$ cat src/rtl/cpu_multicycle_control_pkg.sv
// Shared definitions for the multicycle RV32I controller: state encoding, opcodes,
// datapath select codes, immediate-extender selects and ALU operation codes.
package cpu_multicycle_control_pkg;

  typedef enum logic [3:0] {
    S_FETCH     = 4'd0,
    S_DECODE    = 4'd1,
    S_MEM_ADR   = 4'd2,
    S_MEM_READ  = 4'd3,
    S_MEM_WB    = 4'd4,
    S_MEM_WRITE = 4'd5,
    S_EXEC_R    = 4'd6,
    S_EXEC_I    = 4'd7,
    S_ALU_WB    = 4'd8,
    S_BRANCH    = 4'd9,
    S_JAL       = 4'd10,
    S_JALR      = 4'd11,
    S_JAL_LINK  = 4'd12,
    S_LUI       = 4'd13,
    S_AUIPC     = 4'd14,
    S_TRAP      = 4'd15
  } state_t;

  localparam logic [6:0] OP_LOAD   = 7'b0000011;
  localparam logic [6:0] OP_STORE  = 7'b0100011;
  localparam logic [6:0] OP_R      = 7'b0110011;
  localparam logic [6:0] OP_I      = 7'b0010011;
  localparam logic [6:0] OP_BRANCH = 7'b1100011;
  localparam logic [6:0] OP_JAL    = 7'b1101111;
  localparam logic [6:0] OP_JALR   = 7'b1100111;
  localparam logic [6:0] OP_LUI    = 7'b0110111;
  localparam logic [6:0] OP_AUIPC  = 7'b0010111;

  // Same codes as the immediate extender; I is zero so idle outputs stay all-zero.
  localparam logic [2:0] IMM_SRC_I = 3'd0;
  localparam logic [2:0] IMM_SRC_S = 3'd1;
  localparam logic [2:0] IMM_SRC_B = 3'd2;
  localparam logic [2:0] IMM_SRC_U = 3'd3;
  localparam logic [2:0] IMM_SRC_J = 3'd4;

  localparam logic [1:0] ALU_SRC_A_PC     = 2'd0;
  localparam logic [1:0] ALU_SRC_A_OLD_PC = 2'd1;
  localparam logic [1:0] ALU_SRC_A_RS1    = 2'd2;

  localparam logic [1:0] ALU_SRC_B_RS2  = 2'd0;
  localparam logic [1:0] ALU_SRC_B_IMM  = 2'd1;
  localparam logic [1:0] ALU_SRC_B_FOUR = 2'd2;

  localparam logic [1:0] RESULT_SRC_ALUOUT = 2'd0;
  localparam logic [1:0] RESULT_SRC_MEM    = 2'd1;
  localparam logic [1:0] RESULT_SRC_ALU    = 2'd2;

  // SLT and SHIFT are families: the ALU picks signedness/direction from funct3/instr[30].
  localparam logic [2:0] ALU_CTRL_ADD    = 3'd0;
  localparam logic [2:0] ALU_CTRL_SUB    = 3'd1;
  localparam logic [2:0] ALU_CTRL_AND    = 3'd2;
  localparam logic [2:0] ALU_CTRL_OR     = 3'd3;
  localparam logic [2:0] ALU_CTRL_XOR    = 3'd4;
  localparam logic [2:0] ALU_CTRL_SLT    = 3'd5;
  localparam logic [2:0] ALU_CTRL_SHIFT  = 3'd6;
  localparam logic [2:0] ALU_CTRL_PASS_B = 3'd7;

  typedef enum logic [2:0] {
    ALU_OP_ADD    = 3'd0,
    ALU_OP_SUB    = 3'd1,
    ALU_OP_RTYPE  = 3'd2,
    ALU_OP_ITYPE  = 3'd3,
    ALU_OP_PASS_B = 3'd4
  } alu_op_t;

  typedef struct packed {
    logic       mem_req;
    logic       mem_we;
    logic       adr_src;
    logic       ir_write;
    logic       pc_write;
    logic       reg_write;
    logic [2:0] imm_src;
    logic [1:0] alu_src_a;
    logic [1:0] alu_src_b;
    alu_op_t    alu_op;
    logic [1:0] result_src;
    logic       trap;
  } ctrl_t;

  // DECODE precomputes the branch/jump target, so only B and J differ from I there.
  function automatic logic [2:0] decode_imm_src(input logic [6:0] opcode);
    logic [2:0] sel;
    case (opcode)
      OP_BRANCH: sel = IMM_SRC_B;
      OP_JAL:    sel = IMM_SRC_J;
      default:   sel = IMM_SRC_I;
    endcase
    return sel;
  endfunction

endpackage

$ cat src/rtl/cpu_multicycle_control_if.sv
// Control bundle between the multicycle controller (master) and the datapath/memory (slave).
interface cpu_multicycle_control_if;
  logic [31:0] instr;
  logic        branch_taken;
  logic        mem_ready;
  logic        mem_req;
  logic        mem_we;
  logic        adr_src;
  logic        ir_write;
  logic        pc_write;
  logic        reg_write;
  logic [2:0]  imm_src;
  logic [1:0]  alu_src_a;
  logic [1:0]  alu_src_b;
  logic [2:0]  alu_control;
  logic [1:0]  result_src;
  logic        trap;

  modport master (
    input  instr, branch_taken, mem_ready,
    output mem_req, mem_we, adr_src, ir_write, pc_write, reg_write,
    output imm_src, alu_src_a, alu_src_b, alu_control, result_src, trap
  );

  modport slave (
    output instr, branch_taken, mem_ready,
    input  mem_req, mem_we, adr_src, ir_write, pc_write, reg_write,
    input  imm_src, alu_src_a, alu_src_b, alu_control, result_src, trap
  );
endinterface

$ cat src/rtl/cpu_multicycle_control_alu_decoder.sv
// ALU decoder: maps the controller's operation class plus funct3/funct7[5] to alu_control.
module cpu_alu_decoder
  import cpu_multicycle_control_pkg::*;
(
  input  alu_op_t    alu_op,
  input  logic [2:0] funct3,
  input  logic       funct7_5,
  output logic [2:0] alu_control
);

  logic sub_s;

  // funct7[5] selects SUB only for register-register ops; addi ignores it.
  assign sub_s = (alu_op == ALU_OP_RTYPE) ? funct7_5 : 1'b0;

  // Operation-class and funct decode.
  always_comb begin
    alu_control = ALU_CTRL_ADD;
    case (alu_op)
      ALU_OP_ADD:    alu_control = ALU_CTRL_ADD;
      ALU_OP_SUB:    alu_control = ALU_CTRL_SUB;
      ALU_OP_PASS_B: alu_control = ALU_CTRL_PASS_B;
      ALU_OP_RTYPE,
      ALU_OP_ITYPE: begin
        case (funct3)
          3'b000:         alu_control = sub_s ? ALU_CTRL_SUB : ALU_CTRL_ADD;
          3'b001, 3'b101: alu_control = ALU_CTRL_SHIFT;
          3'b010, 3'b011: alu_control = ALU_CTRL_SLT;
          3'b100:         alu_control = ALU_CTRL_XOR;
          3'b110:         alu_control = ALU_CTRL_OR;
          3'b111:         alu_control = ALU_CTRL_AND;
          default:        alu_control = ALU_CTRL_ADD;
        endcase
      end
      default:       alu_control = ALU_CTRL_ADD;
    endcase
  end

endmodule

$ cat src/rtl/cpu_multicycle_control.sv
// Multicycle RV32I main controller: state register, next-state logic and per-state
// datapath control decode. Outputs are forced idle while rst is high.
module cpu_multicycle_control
  import cpu_multicycle_control_pkg::*;
#(
  parameter bit RESET_STATE_TRAP = 1'b0
) (
  input logic                     clk,
  input logic                     rst,
  cpu_multicycle_control_if.master bus
);

  localparam state_t RESET_STATE = RESET_STATE_TRAP ? S_TRAP : S_FETCH;

  state_t     state_r;
  state_t     state_next_s;
  ctrl_t      ctrl_s;
  ctrl_t      ctrl_out_s;
  logic [6:0] opcode_s;
  logic [2:0] alu_control_s;
  logic       unused_s;

  assign opcode_s = bus.instr[6:0];
  assign unused_s = ^{bus.instr[31], bus.instr[29:15], bus.instr[11:7]};

  // State register.
  always_ff @(posedge clk) begin
    if (rst) begin
      state_r <= RESET_STATE;
    end else begin
      state_r <= state_next_s;
    end
  end

  // Next-state logic; memory states hold until mem_ready.
  always_comb begin
    state_next_s = state_r;
    case (state_r)
      S_FETCH:     state_next_s = bus.mem_ready ? S_DECODE : S_FETCH;
      S_DECODE: begin
        case (opcode_s)
          OP_LOAD, OP_STORE: state_next_s = S_MEM_ADR;
          OP_R:              state_next_s = S_EXEC_R;
          OP_I:              state_next_s = S_EXEC_I;
          OP_BRANCH:         state_next_s = S_BRANCH;
          OP_JAL:            state_next_s = S_JAL;
          OP_JALR:           state_next_s = S_JALR;
          OP_LUI:            state_next_s = S_LUI;
          OP_AUIPC:          state_next_s = S_AUIPC;
          default:           state_next_s = S_TRAP;
        endcase
      end
      S_MEM_ADR:   state_next_s = (opcode_s == OP_STORE) ? S_MEM_WRITE : S_MEM_READ;
      S_MEM_READ:  state_next_s = bus.mem_ready ? S_MEM_WB : S_MEM_READ;
      S_MEM_WB:    state_next_s = S_FETCH;
      S_MEM_WRITE: state_next_s = bus.mem_ready ? S_FETCH : S_MEM_WRITE;
      S_EXEC_R:    state_next_s = S_ALU_WB;
      S_EXEC_I:    state_next_s = S_ALU_WB;
      S_ALU_WB:    state_next_s = S_FETCH;
      S_BRANCH:    state_next_s = S_FETCH;
      S_JAL:       state_next_s = S_ALU_WB;
      S_JALR:      state_next_s = S_JAL_LINK;
      S_JAL_LINK:  state_next_s = S_ALU_WB;
      S_LUI:       state_next_s = S_ALU_WB;
      S_AUIPC:     state_next_s = S_ALU_WB;
      S_TRAP:      state_next_s = S_TRAP;
      default:     state_next_s = S_TRAP;
    endcase
  end

  // Per-state control decode; everything idles at zero unless the state asks.
  always_comb begin
    ctrl_s = '0;
    case (state_r)
      S_FETCH: begin
        ctrl_s.mem_req    = 1'b1;
        ctrl_s.alu_src_a  = ALU_SRC_A_PC;
        ctrl_s.alu_src_b  = ALU_SRC_B_FOUR;
        ctrl_s.result_src = RESULT_SRC_ALU;
        ctrl_s.ir_write   = bus.mem_ready;
        ctrl_s.pc_write   = bus.mem_ready;
      end
      S_DECODE: begin
        ctrl_s.imm_src   = decode_imm_src(opcode_s);
        ctrl_s.alu_src_a = ALU_SRC_A_OLD_PC;
        ctrl_s.alu_src_b = ALU_SRC_B_IMM;
      end
      S_MEM_ADR: begin
        ctrl_s.imm_src   = (opcode_s == OP_STORE) ? IMM_SRC_S : IMM_SRC_I;
        ctrl_s.alu_src_a = ALU_SRC_A_RS1;
        ctrl_s.alu_src_b = ALU_SRC_B_IMM;
      end
      S_MEM_READ: begin
        ctrl_s.mem_req = 1'b1;
        ctrl_s.adr_src = 1'b1;
      end
      S_MEM_WB: begin
        ctrl_s.result_src = RESULT_SRC_MEM;
        ctrl_s.reg_write  = 1'b1;
      end
      S_MEM_WRITE: begin
        ctrl_s.mem_req = 1'b1;
        ctrl_s.mem_we  = 1'b1;
        ctrl_s.adr_src = 1'b1;
      end
      S_EXEC_R: begin
        ctrl_s.alu_src_a = ALU_SRC_A_RS1;
        ctrl_s.alu_src_b = ALU_SRC_B_RS2;
        ctrl_s.alu_op    = ALU_OP_RTYPE;
      end
      S_EXEC_I: begin
        ctrl_s.alu_src_a = ALU_SRC_A_RS1;
        ctrl_s.alu_src_b = ALU_SRC_B_IMM;
        ctrl_s.alu_op    = ALU_OP_ITYPE;
      end
      S_ALU_WB: begin
        ctrl_s.result_src = RESULT_SRC_ALUOUT;
        ctrl_s.reg_write  = 1'b1;
      end
      S_BRANCH: begin
        ctrl_s.alu_src_a  = ALU_SRC_A_RS1;
        ctrl_s.alu_src_b  = ALU_SRC_B_RS2;
        ctrl_s.alu_op     = ALU_OP_SUB;
        ctrl_s.result_src = RESULT_SRC_ALUOUT;
        ctrl_s.pc_write   = bus.branch_taken;
      end
      S_JAL: begin
        ctrl_s.alu_src_a  = ALU_SRC_A_OLD_PC;
        ctrl_s.alu_src_b  = ALU_SRC_B_FOUR;
        ctrl_s.result_src = RESULT_SRC_ALUOUT;
        ctrl_s.pc_write   = 1'b1;
      end
      S_JALR: begin
        ctrl_s.alu_src_a  = ALU_SRC_A_RS1;
        ctrl_s.alu_src_b  = ALU_SRC_B_IMM;
        ctrl_s.result_src = RESULT_SRC_ALU;
        ctrl_s.pc_write   = 1'b1;
      end
      S_JAL_LINK: begin
        ctrl_s.alu_src_a = ALU_SRC_A_OLD_PC;
        ctrl_s.alu_src_b = ALU_SRC_B_FOUR;
      end
      S_LUI: begin
        ctrl_s.imm_src   = IMM_SRC_U;
        ctrl_s.alu_src_b = ALU_SRC_B_IMM;
        ctrl_s.alu_op    = ALU_OP_PASS_B;
      end
      S_AUIPC: begin
        ctrl_s.imm_src   = IMM_SRC_U;
        ctrl_s.alu_src_a = ALU_SRC_A_OLD_PC;
        ctrl_s.alu_src_b = ALU_SRC_B_IMM;
      end
      S_TRAP:  ctrl_s.trap = 1'b1;
      default: ctrl_s.trap = 1'b1;
    endcase
  end

  // Reset masks every strobe so a pending memory response is not acted on.
  always_comb begin
    ctrl_out_s = '0;
    if (rst) begin
      ctrl_out_s = '0;
    end else begin
      ctrl_out_s = ctrl_s;
    end
  end

  cpu_alu_decoder u_alu_decoder (
    .alu_op      (ctrl_out_s.alu_op),
    .funct3      (bus.instr[14:12]),
    .funct7_5    (bus.instr[30]),
    .alu_control (alu_control_s)
  );

  assign bus.mem_req     = ctrl_out_s.mem_req;
  assign bus.mem_we      = ctrl_out_s.mem_we;
  assign bus.adr_src     = ctrl_out_s.adr_src;
  assign bus.ir_write    = ctrl_out_s.ir_write;
  assign bus.pc_write    = ctrl_out_s.pc_write;
  assign bus.reg_write   = ctrl_out_s.reg_write;
  assign bus.imm_src     = ctrl_out_s.imm_src;
  assign bus.alu_src_a   = ctrl_out_s.alu_src_a;
  assign bus.alu_src_b   = ctrl_out_s.alu_src_b;
  assign bus.alu_control = alu_control_s;
  assign bus.result_src  = ctrl_out_s.result_src;
  assign bus.trap        = ctrl_out_s.trap;

endmodule
$ cat src/flat_wrapper.sv
// flat-port wrapper written by rule: the top's interface ports become plain ports
module cpu_multicycle_control_flat import cpu_multicycle_control_pkg::*;
#(
  parameter bit RESET_STATE_TRAP = 1'b0
)
  (clk, rst, bus_instr, bus_branch_taken, bus_mem_ready, bus_mem_req, bus_mem_we, bus_adr_src, bus_ir_write, bus_pc_write, bus_reg_write, bus_imm_src, bus_alu_src_a, bus_alu_src_b, bus_alu_control, bus_result_src, bus_trap);
  cpu_multicycle_control_if bus_i ();
  input logic clk;
  input logic rst;
  input wire logic [$bits(bus_i.instr)-1:0] bus_instr;
  input wire logic [$bits(bus_i.branch_taken)-1:0] bus_branch_taken;
  input wire logic [$bits(bus_i.mem_ready)-1:0] bus_mem_ready;
  output wire logic [$bits(bus_i.mem_req)-1:0] bus_mem_req;
  output wire logic [$bits(bus_i.mem_we)-1:0] bus_mem_we;
  output wire logic [$bits(bus_i.adr_src)-1:0] bus_adr_src;
  output wire logic [$bits(bus_i.ir_write)-1:0] bus_ir_write;
  output wire logic [$bits(bus_i.pc_write)-1:0] bus_pc_write;
  output wire logic [$bits(bus_i.reg_write)-1:0] bus_reg_write;
  output wire logic [$bits(bus_i.imm_src)-1:0] bus_imm_src;
  output wire logic [$bits(bus_i.alu_src_a)-1:0] bus_alu_src_a;
  output wire logic [$bits(bus_i.alu_src_b)-1:0] bus_alu_src_b;
  output wire logic [$bits(bus_i.alu_control)-1:0] bus_alu_control;
  output wire logic [$bits(bus_i.result_src)-1:0] bus_result_src;
  output wire logic [$bits(bus_i.trap)-1:0] bus_trap;
  assign bus_i.instr = bus_instr;
  assign bus_i.branch_taken = bus_branch_taken;
  assign bus_i.mem_ready = bus_mem_ready;
  assign bus_mem_req = bus_i.mem_req;
  assign bus_mem_we = bus_i.mem_we;
  assign bus_adr_src = bus_i.adr_src;
  assign bus_ir_write = bus_i.ir_write;
  assign bus_pc_write = bus_i.pc_write;
  assign bus_reg_write = bus_i.reg_write;
  assign bus_imm_src = bus_i.imm_src;
  assign bus_alu_src_a = bus_i.alu_src_a;
  assign bus_alu_src_b = bus_i.alu_src_b;
  assign bus_alu_control = bus_i.alu_control;
  assign bus_result_src = bus_i.result_src;
  assign bus_trap = bus_i.trap;
  cpu_multicycle_control #(.RESET_STATE_TRAP(RESET_STATE_TRAP)) u_core (.clk(clk), .rst(rst), .bus(bus_i));
endmodule
$ cat config.mk
export PLATFORM = sky130hd
export DESIGN_NAME = cpu_multicycle_control_flat
export DESIGN_NICKNAME = d
export VERILOG_FILES = /design/src/rtl/cpu_multicycle_control_pkg.sv /design/src/rtl/cpu_multicycle_control_if.sv /design/src/rtl/cpu_multicycle_control_alu_decoder.sv /design/src/rtl/cpu_multicycle_control.sv /design/src/flat_wrapper.sv
export SDC_FILE = /design/constraint.sdc
export NUM_CORES = 1
export LEC_CHECK = 0
export CORE_AREA = 2 2 51 53
export DETAILED_ROUTE_END_ITERATION = 6
export DIE_AREA = 0 0 53 55
export GPL_ROUTABILITY_DRIVEN = 0
export PLACE_DENSITY = 0.83
export RECOVER_POWER = 50
export SYNTH_ARGS = -nofsm -noshare
export SYNTH_HDL_FRONTEND = slang
export SYNTH_SLANG_ARGS = --single-unit
$ cat constraint.sdc
create_clock -name clk -period 1.9 [get_ports clk]
set_input_delay 0.285 -clock clk [delete_from_list [all_inputs] [get_ports clk]]
set_output_delay 0.285 -clock clk [all_outputs]
set_load 0.005 [all_outputs]
# After elaboration in Yosys (flattened, before gate mapping)
# Cells that the tools add are included.
# classes
n_eq_ne	35
muxes	25
reduce_logical	18
# op_table
op	n
$pmux 4 s9	1
$eq 4x4->1 const B	8
$pmux 4 s8	1
$eq 7x6->1 const B	3
$eq 7x7->1 const B	3
$mux 19	1
$pmux 3 s3	2
$pmux 3 s6	1
$reduce_or 2->1	9
$eq 4x3->1 const B	4
$eq 3x3->1 const B	5
$eq 7x5->1 const B	2
$eq 3x2->1 const B	4
$pmux 2 s2	3
$pmux 3 s4	1
$reduce_or 6->1	2
$mux 1	10
$mux 3	3
$reduce_or 3->1	3
$eq 4x2->1 const B	2
$eq 7x2->1 const B	1
$eq 3x1->1 const B	2
$pmux 3 s2	1
$reduce_or 5->1	1
5 further kinds	5
# totals
regBits	4
inputBits	36
output_inout_bits	19
wordCells	79

# Depth between registers and ports, before layout
# logic_depth
depth_word	9
mapped_depth	6
mapped_depth_nobuf	5

# Cells and area by module
# Synthesis repeated with hierarchy kept, for this count alone.
# hier_totals
hier_cells	136
hier_area_um2	862.1
# by_module_without_submodules
mod	instances	cells_each	area_per_inst_um2	seq_area_each_um2
cpu_multicycle_control	1	123	778.2	80.1
cpu_alu_decoder	1	13	83.8	0.0

# Worst setup path before layout
# OpenSTA, ideal clock, no wires.
# synth_path
kind	register -> output
from	reg u_core.state_r[1]
to	out bus_imm_src[1]
arrival_ns	1.163
t_required_ns	1.615
setup_slack_ns	0.452
path_stages_with_launch	7
path_buffers	1
cell_sequence	dfxtp_1 -> buf_6 -> nand2b_4 -> nor3_4 -> nand4_1 -> nand2b_4 -> a21oi_2
# synth_via
elab_chain_cells	4
word_cells_on_any_way	7
cone_classes	eq/ne: 4; mux: 2; reduce/logical: 1
# synth_rtl
element	line_no	rtl
start, declared	cpu_multicycle_control.sv:15	state_t state_r;
start signal, assigned	cpu_multicycle_control.sv:31	state_r <= state_next_s;
$eq 4x4->1	cpu_multicycle_control.sv:74	case (state_r)
$reduce_or 2->1 (no source line)	--	
$pmux 3 s3 (*)	cpu_multicycle_control.sv:74	
$mux 19 (*)	cpu_multicycle_control.sv:161	if (rst) begin
end, declared	flat_wrapper.sv:19	output wire logic [$bits(bus_i.imm_src)-1:0] bus_imm_src;
# Mark *: on every way between the ends. The rest lies on a longest branch, timed or not.

# Worst setup path after layout
# layout_path
from	in bus_instr[6]
to	out bus_imm_src[1]
# layout_via
elab_chain_cells	4
word_cells_on_any_way	5
cone_classes	eq/ne: 2; mux: 3
# layout_rtl
element	line_no	rtl
start, declared	flat_wrapper.sv:10	input wire logic [$bits(bus_i.instr)-1:0] bus_instr;
$eq 7x7->1	cpu_multicycle_control_pkg.sv:89	case (opcode)
$pmux 3 s2 (*)	cpu_multicycle_control_pkg.sv:89	
$pmux 3 s3 (*)	cpu_multicycle_control.sv:74	
$mux 19 (*)	cpu_multicycle_control.sv:161	
# Marks and branches as above.

==> Implementation_results.wiki <==
{| class="wikitable"
! Metric !! Value
|-
| Die Wd || 53 um
|-
| Reg with most FFs || u_core.state_r
|-
| Average vias per placed instance || approximately 5.4
|-
| Dpl cells || between 200 and 250
|-
| Max-slew violations || 0
|-
| Share of the clock period used by the worst path || 96.28%
|-
| Global router's overall resource usage || approximately 21%
|-
| Routed vias || about 1,200
|-
| Summed instance area of the synthesized netlist || just under 800 um2
|-
| Library cell with the highest instance count after synthesis || sky130_fd_sc_hd__nor2_1
|-
| # diodes || 0
|-
| Clock insertion delay at the later pin of the skew report || 0.24 ns
|-
| Tightest Pin Transition || 0.2854 ns
|-
| Type of origin of the critical path || input port
|-
| Synth warn || 0
|-
| Deepest clock path buffer count || 2
|-
| CP Max Fanout || 7
|-
| Top-Level Pins || 55
|-
| VDD IR-drop max || 0.2685 mV
|-
| Post-synth top area cell || sky130_fd_sc_hd__dfxtp_1
|-
| Most instantiated cells after synthesis || 16 x sky130_fd_sc_hd__nor2_1, 12 x sky130_fd_sc_hd__a21oi_1, 11 x sky130_fd_sc_hd__nand2_1
|-
| DIE HEIGHT || 55 um
|-
| Final setup violating endpoints || 0
|-
| First-pass GRT wire length || 4436 um
|-
| Leakage component of the power || around 0.72 nW
|-
| Result of the run || complete, no violations
|-
| Sequential cell fraction of total power || 18.1%
|-
| Internal cell power || 0.3710 mW
|-
| Area of the core || roughly 2400 um2
|-
| Data arrival time of the worst path || 1.54 ns
|-
| Synthesized area divided by synthesized cell count || 6.216 um2
|-
| Syn nets || 161
|-
| Starting Density || approximately a third
|-
| Number of global-route vias before repair || 1,123
|-
| Number of antenna violations at the first check in global routing || 0
|-
| Clock slew at reported path FFs || 0.04 ns
|-
| Share of cells above drive strength 1 || 35.94%
|-
| Number of iterations in the first detailed-routing pass || 4
|-
| DRC Markers || 0
|-
| Share of total power in the clock network || 18.3%
|-
| Total Power Consumption || approximately 0.59 mW
|-
| Placed inst area || 1368 um2
|-
| Delay of the slowest critical-path stage || 0.55 ns
|-
| Number of flip-flops in the largest register || 4
|-
| Cell count after synthesis || 125
|-
| Area of all placed cells without fillers || between 1500 and 2000 um2
|-
| Port-buffer cells || 33
|-
| Number of DRC violations after detailed-routing iteration 0 || 19
|-
| Number of levels in the clock H-tree || 1
|-
| Number of distinct library cells after synthesis || 37
|-
| Post-placement setup slack || -0.3732 ns
|-
| Flops & latches, synth || 4
|-
| Biggest area contributors in the synthesized netlist || sky130_fd_sc_hd__dfxtp_1 10%, sky130_fd_sc_hd__a21oi_1 7.7%, sky130_fd_sc_hd__nor2_1 7.7%
|-
| Async set or reset register ratio after synthesis || 0%
|-
| HPWL reported at the end of detailed placement || around 2100 um
|-
| Detail-routed net length per standard cell || 13.43 um
|-
| Number of nets in the final layout || 230
|-
| Fmax achieved || 0.5466 GHz
|-
| Maximum number of pins on one net before global-route repair || 13
|-
| Most used DFF post-synth || sky130_fd_sc_hd__dfxtp_1
|-
| Total CTS buffers || 3
|-
| Number of flops mapped to enable cells by yosys || 0
|-
| Relative max-transition margin || 80.73%
|-
| Clock root cell || sky130_fd_sc_hd__clkbuf_4
|-
| Total buffers and inverters traversed by the critical path || 3
|-
| Worst min-delay path category || flop to flop
|-
| Worst setup EP type || output port
|-
| Switching power share of the total || a little under two fifths
|-
| Critical Path Slowest Stage Cell || sky130_fd_sc_hd__clkdlybuf4s50_1
|-
| Total power divided by cell area || 395.7 nW/um2
|-
| Layout Cells excl Fill || approximately 220
|-
| Number of sinks driven by the clock tree || 4
|-
| Final global-route overflow total || 0
|-
| Post-route worst setup slack || 0.07067 ns
|-
| Critical Path RT || 1.62 ns
|-
| CTS hold repair buffers || 0
|-
| Synth-to-Final Area Change || 93.08%
|-
| Share of power burned in combinational logic || 63.6%
|-
| Sequential share of the synthesized area || 10.31%
|-
| Placement Rows || 18
|-
| Switch Pwr || about 0.22 mW
|-
| Critical Setup Path Class || input port to output port
|-
| Count of nets left with antenna violations after detail routing || 0
|-
| TritonCTS clock tree || yes
|-
| Area share of the largest cell type after synthesis || 10.31%
|-
| Top Registers || u_core.state_r x4
|-
| Top cell family by delay on the critical path || buffers and inverters
|-
| Max-cap violation count || 0
|-
| Die Area || 2915 um2
|-
| Time the worst path needs with I/O delays and setup || 1.829 ns
|-
| Setup Skew || 0.005061 ns
|-
| Final-report hold violation count || 0
|-
| Total length of routed wires || 2982 um
|-
| CP cell instances || clkdlybuf4s50_1 -> buf_4 -> nand4_1 -> nand2b_4 -> a21oi_2 -> clkbuf_2
|}
-- placed cells by master (no fill, tap or decap), types with 3 or more instances in the layout --
cell,n
sky130_fd_sc_hd__buf_4,36
sky130_fd_sc_hd__dlygate4sd2_1,14
sky130_fd_sc_hd__nor2_1,13
sky130_fd_sc_hd__a21oi_1,12
sky130_fd_sc_hd__clkdlybuf4s50_1,12
sky130_fd_sc_hd__nand2_1,10
sky130_fd_sc_hd__inv_1,8
sky130_fd_sc_hd__nor3_1,6
sky130_fd_sc_hd__or3_1,5
sky130_fd_sc_hd__nor3_2,4
sky130_fd_sc_hd__a31oi_1,4
sky130_fd_sc_hd__dfxtp_4,4
sky130_fd_sc_hd__nand2b_4,3
sky130_fd_sc_hd__nor2_2,3
sky130_fd_sc_hd__nand3_1,3
sky130_fd_sc_hd__a21o_1,3
sky130_fd_sc_hd__nor3b_1,3
sky130_fd_sc_hd__clkbuf_4,3
sky130_fd_sc_hd__buf_6,3
-- final timing paths --
| path | start | endpoint | slack (ns) | cells past startpoint |
|---|---|---|---|---|
| worst max-delay path | bus_instr[6] | bus_imm_src[1] | 0.07 | 6 |
| worst min-delay path | u_core.state_r[3]$_SDFF_PP0_ | u_core.state_r[3]$_SDFF_PP0_ | 0.59 | 2 |
| worst max register to register | u_core.state_r[3]$_SDFF_PP0_ | u_core.state_r[2]$_SDFF_PP0_ | 0.49 | 6 |
| worst min register to register | u_core.state_r[3]$_SDFF_PP0_ | u_core.state_r[3]$_SDFF_PP0_ | 0.59 | 2 |
-- timing repair --
item                       in CTS  in global routing
resized for setup              44                 15
pin swaps                       7                  2
buffers inserted                3                  2
setup endpoints to repair      19                  8
-- routing by layer --
layer / up-vias / GRT usage (%) / share of wire [%]
met2: 55 / 43.75 / 57
met3: 14 / 2.419 / 5.1
met5: - / 0 / 0
met4: 0 / 13.25 / 3.0
met1: 552 / 17.83 / 34
li1: 581 / - / -
-- cells by family (layout without fill, tap and decap cells) --
family,Yosys count,count (layout),synth area share [%]
buffers and inverters,18,85,11.59
DFF,4,4,10.31
xor gates and xnor gates,2,2,2.255
muxes,3,3,4.026
AOI/OAI and AO/OA,33,33,26.25
and+or+nand+nor,65,65,45.57
-- metrics by stage --
step | hold slack [ns] | TNS [ns] | utilization (%)
floorplan | 0.4725 | 0 | -
global placement | 0.6356 | -3.080 | 57.83
detailed placement | 0.6533 | -3.513 | 57.83
CTS | 0.5780 | -0.1474 | 61.85
global route | 0.6188 | -0.02746 | 63.44
finish | 0.5935 | 0 | 63.44
-- worst reg2reg max path, delay by kind of cell, from the launching register on --
| family | cells | cell delay [ns] |
|---|---|---|
| buffers and inverters | 3 | 0.44 |
| flip-flops | 1 | 0.38 |
| AND/OR/NAND/NOR | 2 | 0.37 |
| AO/OA/AOI/OAI | 1 | 0.15 |
-- power by group through the flow --
stage | clock (mW) | sequential (mW) | combinational [mW]
floorplan | 0 | 0.101 | 0.171
global placement | 0 | 0.107 | 0.342
detailed placement | 0 | 0.107 | 0.352
global route | 0.111 | 0.109 | 0.408
finish | 0.109 | 0.108 | 0.377
CTS | 0.111 | 0.108 | 0.360
-- final cells by class --
| class | count | area, um2 |
|---|---|---|
| well taps | 30 | 37.54 |
| repair buffers | 74 | 630.6 |
| fillers | 209 | 864.6 |
| multi-input cells | 103 | 684.4 |
| flip-flops and latches | 4 | 95.09 |
| inverters | 8 | 30.03 |
| clock buffers | 3 | 22.52 |
Power figures use the tool's default switching activity.
